File: src/rtl/pong_match_controller.sv
// Pong match controller: serve/rally/point/game-over flow, scores,
// win-by-margin rule and serve direction, all paced by frame ticks.
module pong_match_controller #(
    parameter int SCORE_W     = 8,
    parameter int WIN_SCORE   = 11,
    parameter int WIN_BY      = 2,
    parameter int SERVE_DELAY = 60,
    parameter int POINT_HOLD  = 30,
    parameter int CNT_W       = 8
) (
    input  logic               clk,
    input  logic               rst,
    input  logic               frame_tick,
    input  logic               start,
    input  logic               pause,
    input  logic [1:0]         score_evt,
    output logic [SCORE_W-1:0] score_left,
    output logic [SCORE_W-1:0] score_right,
    output logic [2:0]         state,
    output logic               ball_enable,
    output logic               serve_pulse,
    output logic               serve_dir,
    output logic [CNT_W-1:0]   countdown,
    output logic               winner_valid,
    output logic               winner
);

    typedef enum logic [2:0] {
        IDLE       = 3'd0,
        SERVE_WAIT = 3'd1,
        RALLY      = 3'd2,
        POINT      = 3'd3,
        GAME_OVER  = 3'd4
    } state_t;

    localparam logic [CNT_W-1:0]   SERVE_LD = CNT_W'(SERVE_DELAY);
    localparam logic [CNT_W-1:0]   HOLD_LD  = CNT_W'(POINT_HOLD);
    localparam logic [CNT_W-1:0]   CNT_ONE  = CNT_W'(1);
    localparam logic [SCORE_W-1:0] SAT      = '1;
    localparam logic [31:0]        WIN_S    = WIN_SCORE;
    localparam logic [31:0]        WIN_M    = WIN_BY;

    state_t             st_q, st_d;
    logic [SCORE_W-1:0] left_q, left_d, right_q, right_d;
    logic [CNT_W-1:0]   cnt_q, cnt_d;
    logic               dir_q, dir_d;
    logic               pulse_q, pulse_d;
    logic               win_q, win_d;
    logic               tick;
    logic               left_wins, right_wins;
    logic [31:0]        l32, r32;

    assign tick = frame_tick & ~pause;
    assign l32  = 32'(left_q);
    assign r32  = 32'(right_q);

    // Lead is only meaningful for the side that is ahead.
    assign left_wins  = (l32 >= WIN_S) && (l32 > r32) && ((l32 - r32) >= WIN_M);
    assign right_wins = (r32 >= WIN_S) && (r32 > l32) && ((r32 - l32) >= WIN_M);

    always_ff @(posedge clk) begin
        if (rst) begin
            st_q    <= IDLE;
            left_q  <= '0;
            right_q <= '0;
            cnt_q   <= '0;
            dir_q   <= 1'b1;
            pulse_q <= 1'b0;
            win_q   <= 1'b0;
        end else begin
            st_q    <= st_d;
            left_q  <= left_d;
            right_q <= right_d;
            cnt_q   <= cnt_d;
            dir_q   <= dir_d;
            pulse_q <= pulse_d;
            win_q   <= win_d;
        end
    end

    always_comb begin
        st_d    = st_q;
        left_d  = left_q;
        right_d = right_q;
        cnt_d   = cnt_q;
        dir_d   = dir_q;
        pulse_d = 1'b0;
        win_d   = win_q;
        case (st_q)
            IDLE: begin
                if (start) begin
                    left_d  = '0;
                    right_d = '0;
                    cnt_d   = SERVE_LD;
                    st_d    = SERVE_WAIT;
                end
            end
            SERVE_WAIT: begin
                if (tick) begin
                    if (cnt_q == CNT_ONE) begin
                        cnt_d   = '0;
                        st_d    = RALLY;
                        pulse_d = 1'b1;
                    end else begin
                        cnt_d = cnt_q - 1'b1;
                    end
                end
            end
            RALLY: begin
                if (!pause && score_evt != 2'b00) begin
                    st_d  = POINT;
                    cnt_d = HOLD_LD;
                    if (score_evt == 2'b10) begin
                        dir_d = 1'b1;
                        if (left_q != SAT) left_d = left_q + 1'b1;
                    end else if (score_evt == 2'b01) begin
                        dir_d = 1'b0;
                        if (right_q != SAT) right_d = right_q + 1'b1;
                    end
                end
            end
            POINT: begin
                if (tick) begin
                    if (cnt_q == CNT_ONE) begin
                        if (left_wins || right_wins) begin
                            st_d  = GAME_OVER;
                            win_d = left_wins;
                            cnt_d = '0;
                        end else begin
                            st_d  = SERVE_WAIT;
                            cnt_d = SERVE_LD;
                        end
                    end else begin
                        cnt_d = cnt_q - 1'b1;
                    end
                end
            end
            GAME_OVER: begin
                if (start) begin
                    left_d  = '0;
                    right_d = '0;
                    win_d   = 1'b0;
                    dir_d   = 1'b1;
                    cnt_d   = SERVE_LD;
                    st_d    = SERVE_WAIT;
                end
            end
            default: st_d = IDLE;
        endcase
    end

    always_comb begin
        ball_enable  = (st_q == RALLY) && !pause;
        winner_valid = (st_q == GAME_OVER);
    end

    assign state       = st_q;
    assign score_left  = left_q;
    assign score_right = right_q;
    assign countdown   = cnt_q;
    assign serve_dir   = dir_q;
    assign serve_pulse = pulse_q;
    assign winner      = win_q;

endmodule

File: config.mk
export PLATFORM = sky130hd
export DESIGN_NAME = pong_match_controller
export DESIGN_NICKNAME = d
export VERILOG_FILES = /design/src/rtl/pong_match_controller.sv
export SDC_FILE = /design/constraint.sdc
export NUM_CORES = 1
export LEC_CHECK = 0
export ABC_CLOCK_PERIOD_IN_PS = 3850
export BUFFER_PORTS_ARGS = -buffer_cell sky130_fd_sc_hd__buf_2
export CAP_MARGIN = 40
export CORE_ASPECT_RATIO = 2
export CORE_UTILIZATION = 52
export DETAILED_ROUTE_END_ITERATION = 8
export PLACE_DENSITY = 0.83
export REMOVE_ABC_BUFFERS = 1
export SYNTH_ARGS = -nofsm -noshare
export SYNTH_HDL_FRONTEND = slang
export SYNTH_SLANG_ARGS = --single-unit
File: constraint.sdc
create_clock -name clk -period 3.85 [get_ports clk]
set_clock_uncertainty 0.15 [all_clocks]
set_input_delay 0.77 -clock clk [delete_from_list [all_inputs] [get_ports clk]]
set_output_delay 0.77 -clock clk [all_outputs]
set_load 0.005 [all_outputs]
### Yosys cells after proc, flatten, opt, wreduce, memory -nomap -nowiden

Cells that the tools add are included.
W data, S select, Z words.

* add/sub/neg operators: 5
* reductions and logical operators: 22
* bitwise gates (word level): 4
* mux-type cells: 37
* $lt $le $gt $ge: 6
* equal/unequal tests: 23

Operators by type and width (number)
* $mux W8: 14
* $ge A32 B2 Y1 const B: 2
* $pmux W8 S2: 2
* $pmux W8 S4: 1
* $ne A2 B2 Y1 const B: 12
* $mux W3: 7
* $sub A8 B8 Y9: 2
* $add A8 B1 Y8 const B: 2
* $ge A8 B4 Y1 const B: 2
* $gt A8 B8 Y1: 2
* $ne A8 B8 Y1 const B: 2
* $reduce_and A5 Y1: 3
* $pmux W3 S4: 1
* $reduce_and A6 Y1: 2
* $mux W1: 9
* $eq A8 B1 Y1 const B: 1
* $reduce_bool A2 Y1: 4
* $sub A8 B1 Y8 const B: 1
* $eq A3 B2 Y1 const B: 2
* $logic_and A1 B1 Y1: 6
* $mux W6: 1
* $pmux W1 S2: 2
* $reduce_and A4 Y1: 1
* $reduce_bool A4 Y1: 1
* other kinds (13): 15

* input bits: 7
* logic and storage cells: 104
* output and inout port bits: 32
* register bits after elaboration: 30

### Logic depth before layout (Yosys ltp)

* word-level depth: 8
* depth in mapped cells: 12
* gate-level depth less buffers: 12

### Worst setup path before layout

No wires, ideal clock.

* kind: register to register
* start point: register left_q[6] (netlist: score_left[6])
* end point: register st_q[0] (netlist: state[0])
* path slack: 0.691 ns
* cell stages (with the launch flop): 12
* arrival: 2.905 ns
* path buffers: 1
* path through: dfxtp_1 inv_1 ha_1 buf_4 nor2b_1 o2bb2ai_1 or4_1 a211oi_1 or4b_4 a22oi_4 a211oi_2 a2111oi_2

* longest elaborated chain between the ends: 8
* elaborated cells on any way between the ends: 16
* classes of those cells: 2 x add/sub; 5 x order compare; 4 x mux; 5 x reduce/logical

RTL lines
* from (decl): line 44 `logic [SCORE_W-1:0] left_q, left_d, right_q, right_d;`
* from (signal assigned): line 72 `left_q <= left_d;`
* $sub A8 B8 Y9 (tied with other cells): line 58 `assign left_wins = (l32 >= WIN_S) && (l32 > r32) && ((l32 - r32) >= WIN_M);`
* $ge A32 B2 Y1 (tied with other cells): line 58
* $logic_and A1 B1 Y1, on equally long branches: line 58, 59
* $logic_or A1 B1 Y1 *: line 125 `if (left_wins || right_wins) begin`
* $mux W3 *: line 125
* $mux W3 *: line 124 `if (cnt_q == CNT_ONE) begin`
* $mux W3 *: line 123 `if (tick) begin`
* $pmux W3 S4 *: line 89 `case (st_q)`
* to (signal assigned): line 71 `st_q <= st_d;`
* to (decl): line 43 `state_t st_q, st_d;`

Every way passes the cells marked *; elsewhere a longest branch is shown, timed or not. The select of a mux whose other input is x is not followed.
A chain may end at the register's enable or synchronous reset.

### Worst setup path after layout

Ends and elaborated chain as after synthesis.

==> reports/qor.txt <==
# IOs: 39
Period Utilization, post-route: 90.3%
final slew viol count: 0
status: complete, no violations
Hold Startpoint: winner$_SDFFE_PP0P_
gr usage total: 30.4%
Yosys warning total: 0
CTS sink cnt: 30
port bufs: 38
Die Ht: 98.8 µm
Placer Congestion: 0.936
CTS clk-pin slew, worst paths: 0.07 ns
Cell Area, Synth: 2440 µm²
die area: 4980 µm²
via count: 2,482
area delta synth->final: 12.8%
ANT cells: 0
post-CTS resize count: 0
FF/Latch Area: 601 µm²
WS Path Type: reg2reg
FILL cells: 437
CP arrival: 3.52 ns
proportion of layout cells with a drive suffix above 1: 16.8%
total core area: 4420 µm²
Post-Synthesis Mean Instance Area: 7.71 µm²
most frequent cells in the layout: 39 x nor2_1, 38 x buf_2, 30 x dfxtp_1
hold endpoint: winner$_SDFFE_PP0P_
Final TNS setup: 0 ns
Max IR drop VDD: 275 µV
Hold Path Class: reg2reg
leading register cell type out of synthesis: dfxtp_1
initial core utilization: 55.1%
Slew HR: 46.6%
H-tree level count: 2
Inserted Clock Buffers: 5
nets: 383
post-synthesis instance total: 316
Die X: 50.4 µm
r2r worst-path depth: 10
DRC: 0
clk buf depth: 2
CTS tree: done
cts hold-fix bufs: 0
crit path max fanout: 10
fin worst setup slack: 0.375 ns
Reg2Reg Launch Point: score_left[6]$_SDFFE_PP0P_
EDFF count, synth: 0
pwr dens: 280 nW/µm²
reg2reg end: state[0]$_SDFFE_PP0P_
DRT iter0 DRCs: 96
Final Hold Fails: 0
Post-CTS Setup Bufs: 0
CP startpoint kind: flop
Final HPWL DP: 5660 µm
vias in the first global route: 2,407
Finish-stage setup viols: 0
post-synth cell types: 55
clock root buffer: clkbuf_8
first-pass GRT wire length: 11,200 µm
Detail Route Antenna Nets: 0
Critical Path RT: 3.89 ns
vias per inst: 6.11
wire per inst: 17.7 µm
initial antenna violation count: 0
clk_lat worst skew: 0.29 ns
reg2reg setup slack: 0.37 ns
dpl ws: 0.404 ns
fin crit period: 3.48 ns
Seq/Total Area, Yosys: 24.6%
Cell Rows: 34
TritonRoute pass-1 iters: 6
ys async rst share: 0%
worst slew pin tran: 0.798 ns
f_max: 288 MHz
area of the multi-input gates: 1670 µm²
DRT Wirelength: 7180 µm
Worst setup EP type: flop
RSZ-0062 raised after global routing: false
hold depth: 2
Max-Cap Viols: 0
largest net degree at the start of global routing: 17
most common cell after layout, fill and taps aside: nor2_1
Leak: 1.18 nW
Synth Register Bits: 30
total gr overflow: 0
## area by class of cell
type | instances | share of cell area [%]
Clock buffer | 5 | 2.50
Clock inverter | 3 | 0.774
Inverter | 26 | 3.55
Multi-Input combinational cell | 246 | 60.9
Sequential cell | 30 | 21.8
Tap cell | 54 | 2.46
Timing Repair Buffer | 42 | 8.01
## state kept, by name, indices dropped and copies added, names as in the netlist
register	flops
countdown	8
state	3
score_right	8
serve_dir	1
winner	1
serve_pulse	1
score_left	8
## worst max path at each step
stage,startpoint,to,slack [ns],cells past startpoint
after floorplan,score_left[5]$_SDFFE_PP0P_,state[0]$_SDFFE_PP0P_,0.70,10
after global placement,score_left[5]$_SDFFE_PP0P_,state[0]$_SDFFE_PP0P_,0.54,10
after detailed placement,score_left[6]$_SDFFE_PP0P_,state[0]$_SDFFE_PP0P_,0.40,10
after CTS,score_left[6]$_SDFFE_PP0P_,state[0]$_SDFFE_PP0P_,0.38,10
after global routing,score_left[5]$_SDFFE_PP0P_,state[0]$_SDFFE_PP0P_,0.22,10
final,score_left[6]$_SDFFE_PP0P_,state[0]$_SDFFE_PP0P_,0.37,10
## kinds of logic after synthesis
family | after synthesis | synth area share, %
AO/OA/AOI/OAI | 75 | 21.2
flip-flops | 30 | 24.6
buffers and inverters | 40 | 6.72
multiplexers | 2 | 0.821
adder cells (fa/ha/maj) | 25 | 13.4
AND/OR/NAND/NOR | 123 | 25.6
XOR/XNOR | 21 | 7.55
## metal layers
layer  part of all wire (%)  wire, µm  track usage (%)  vias up
li1                       -         -                -     1182
met1                     34      2440             27.2     1178
met2                     56      4020             58.7       94
met3                    3.9       279             3.55       28
met4                    6.1       438             21.4        0
met5                      0         0                0        -
## power by group
part | switching (mW) | internal [mW]
Clock | 0.140 | 0.127
Combinational | 0.0859 | 0.0695
Sequential | 0.0234 | 0.323
Total | 0.249 | 0.519
## Yosys cell counts (5+ instances only)
cell / number / area share, %
nor2_1: 39 / 6.0
dfxtp_1: 30 / 25
inv_1: 26 / 4.0
ha_1: 23 / 12
a21oi_1: 19 / 3.9
nand2_1: 17 / 2.6
xnor2_1: 17 / 6.1
o21ai_0: 15 / 3.1
nor3_1: 11 / 2.3
clkbuf_1: 10 / 1.5
nand3_1: 10 / 2.1
nand2b_1: 7 / 1.8
nor4_1: 7 / 1.8
o21a_1: 7 / 2.2
a21o_1: 6 / 1.8
nand4_1: 6 / 1.5
a31oi_1: 5 / 1.3
or3_1: 5 / 1.3
## worst max-delay path, stage by stage, from the launching register on
cell and delay, ns:
dfxtp_1 0.45, inv_1 0.11, ha_1 0.43, nor2b_1 0.20
o2bb2ai_1 0.13, or4_1 0.50, a211oi_1 0.22, or4b_4 0.50
a22oi_4 0.22, a211oi_2 0.11, a2111oi_2 0.35
## through the flow
step	util (%)	cells	hold slack, ns	instance area [µm²]	total power [mW]
2_1_floorplan	-	302	0.338	2370	0.453
3_3_place_gp	60.1	398	0.369	2660	0.503
3_5_place_dp	60.1	398	0.392	2660	0.506
4_1_cts	62.1	406	0.402	2750	0.772
5_1_grt	62.1	406	0.421	2750	0.800
6_report	62.1	406	0.404	2750	0.769
Power figures use the tool's default switching activity.
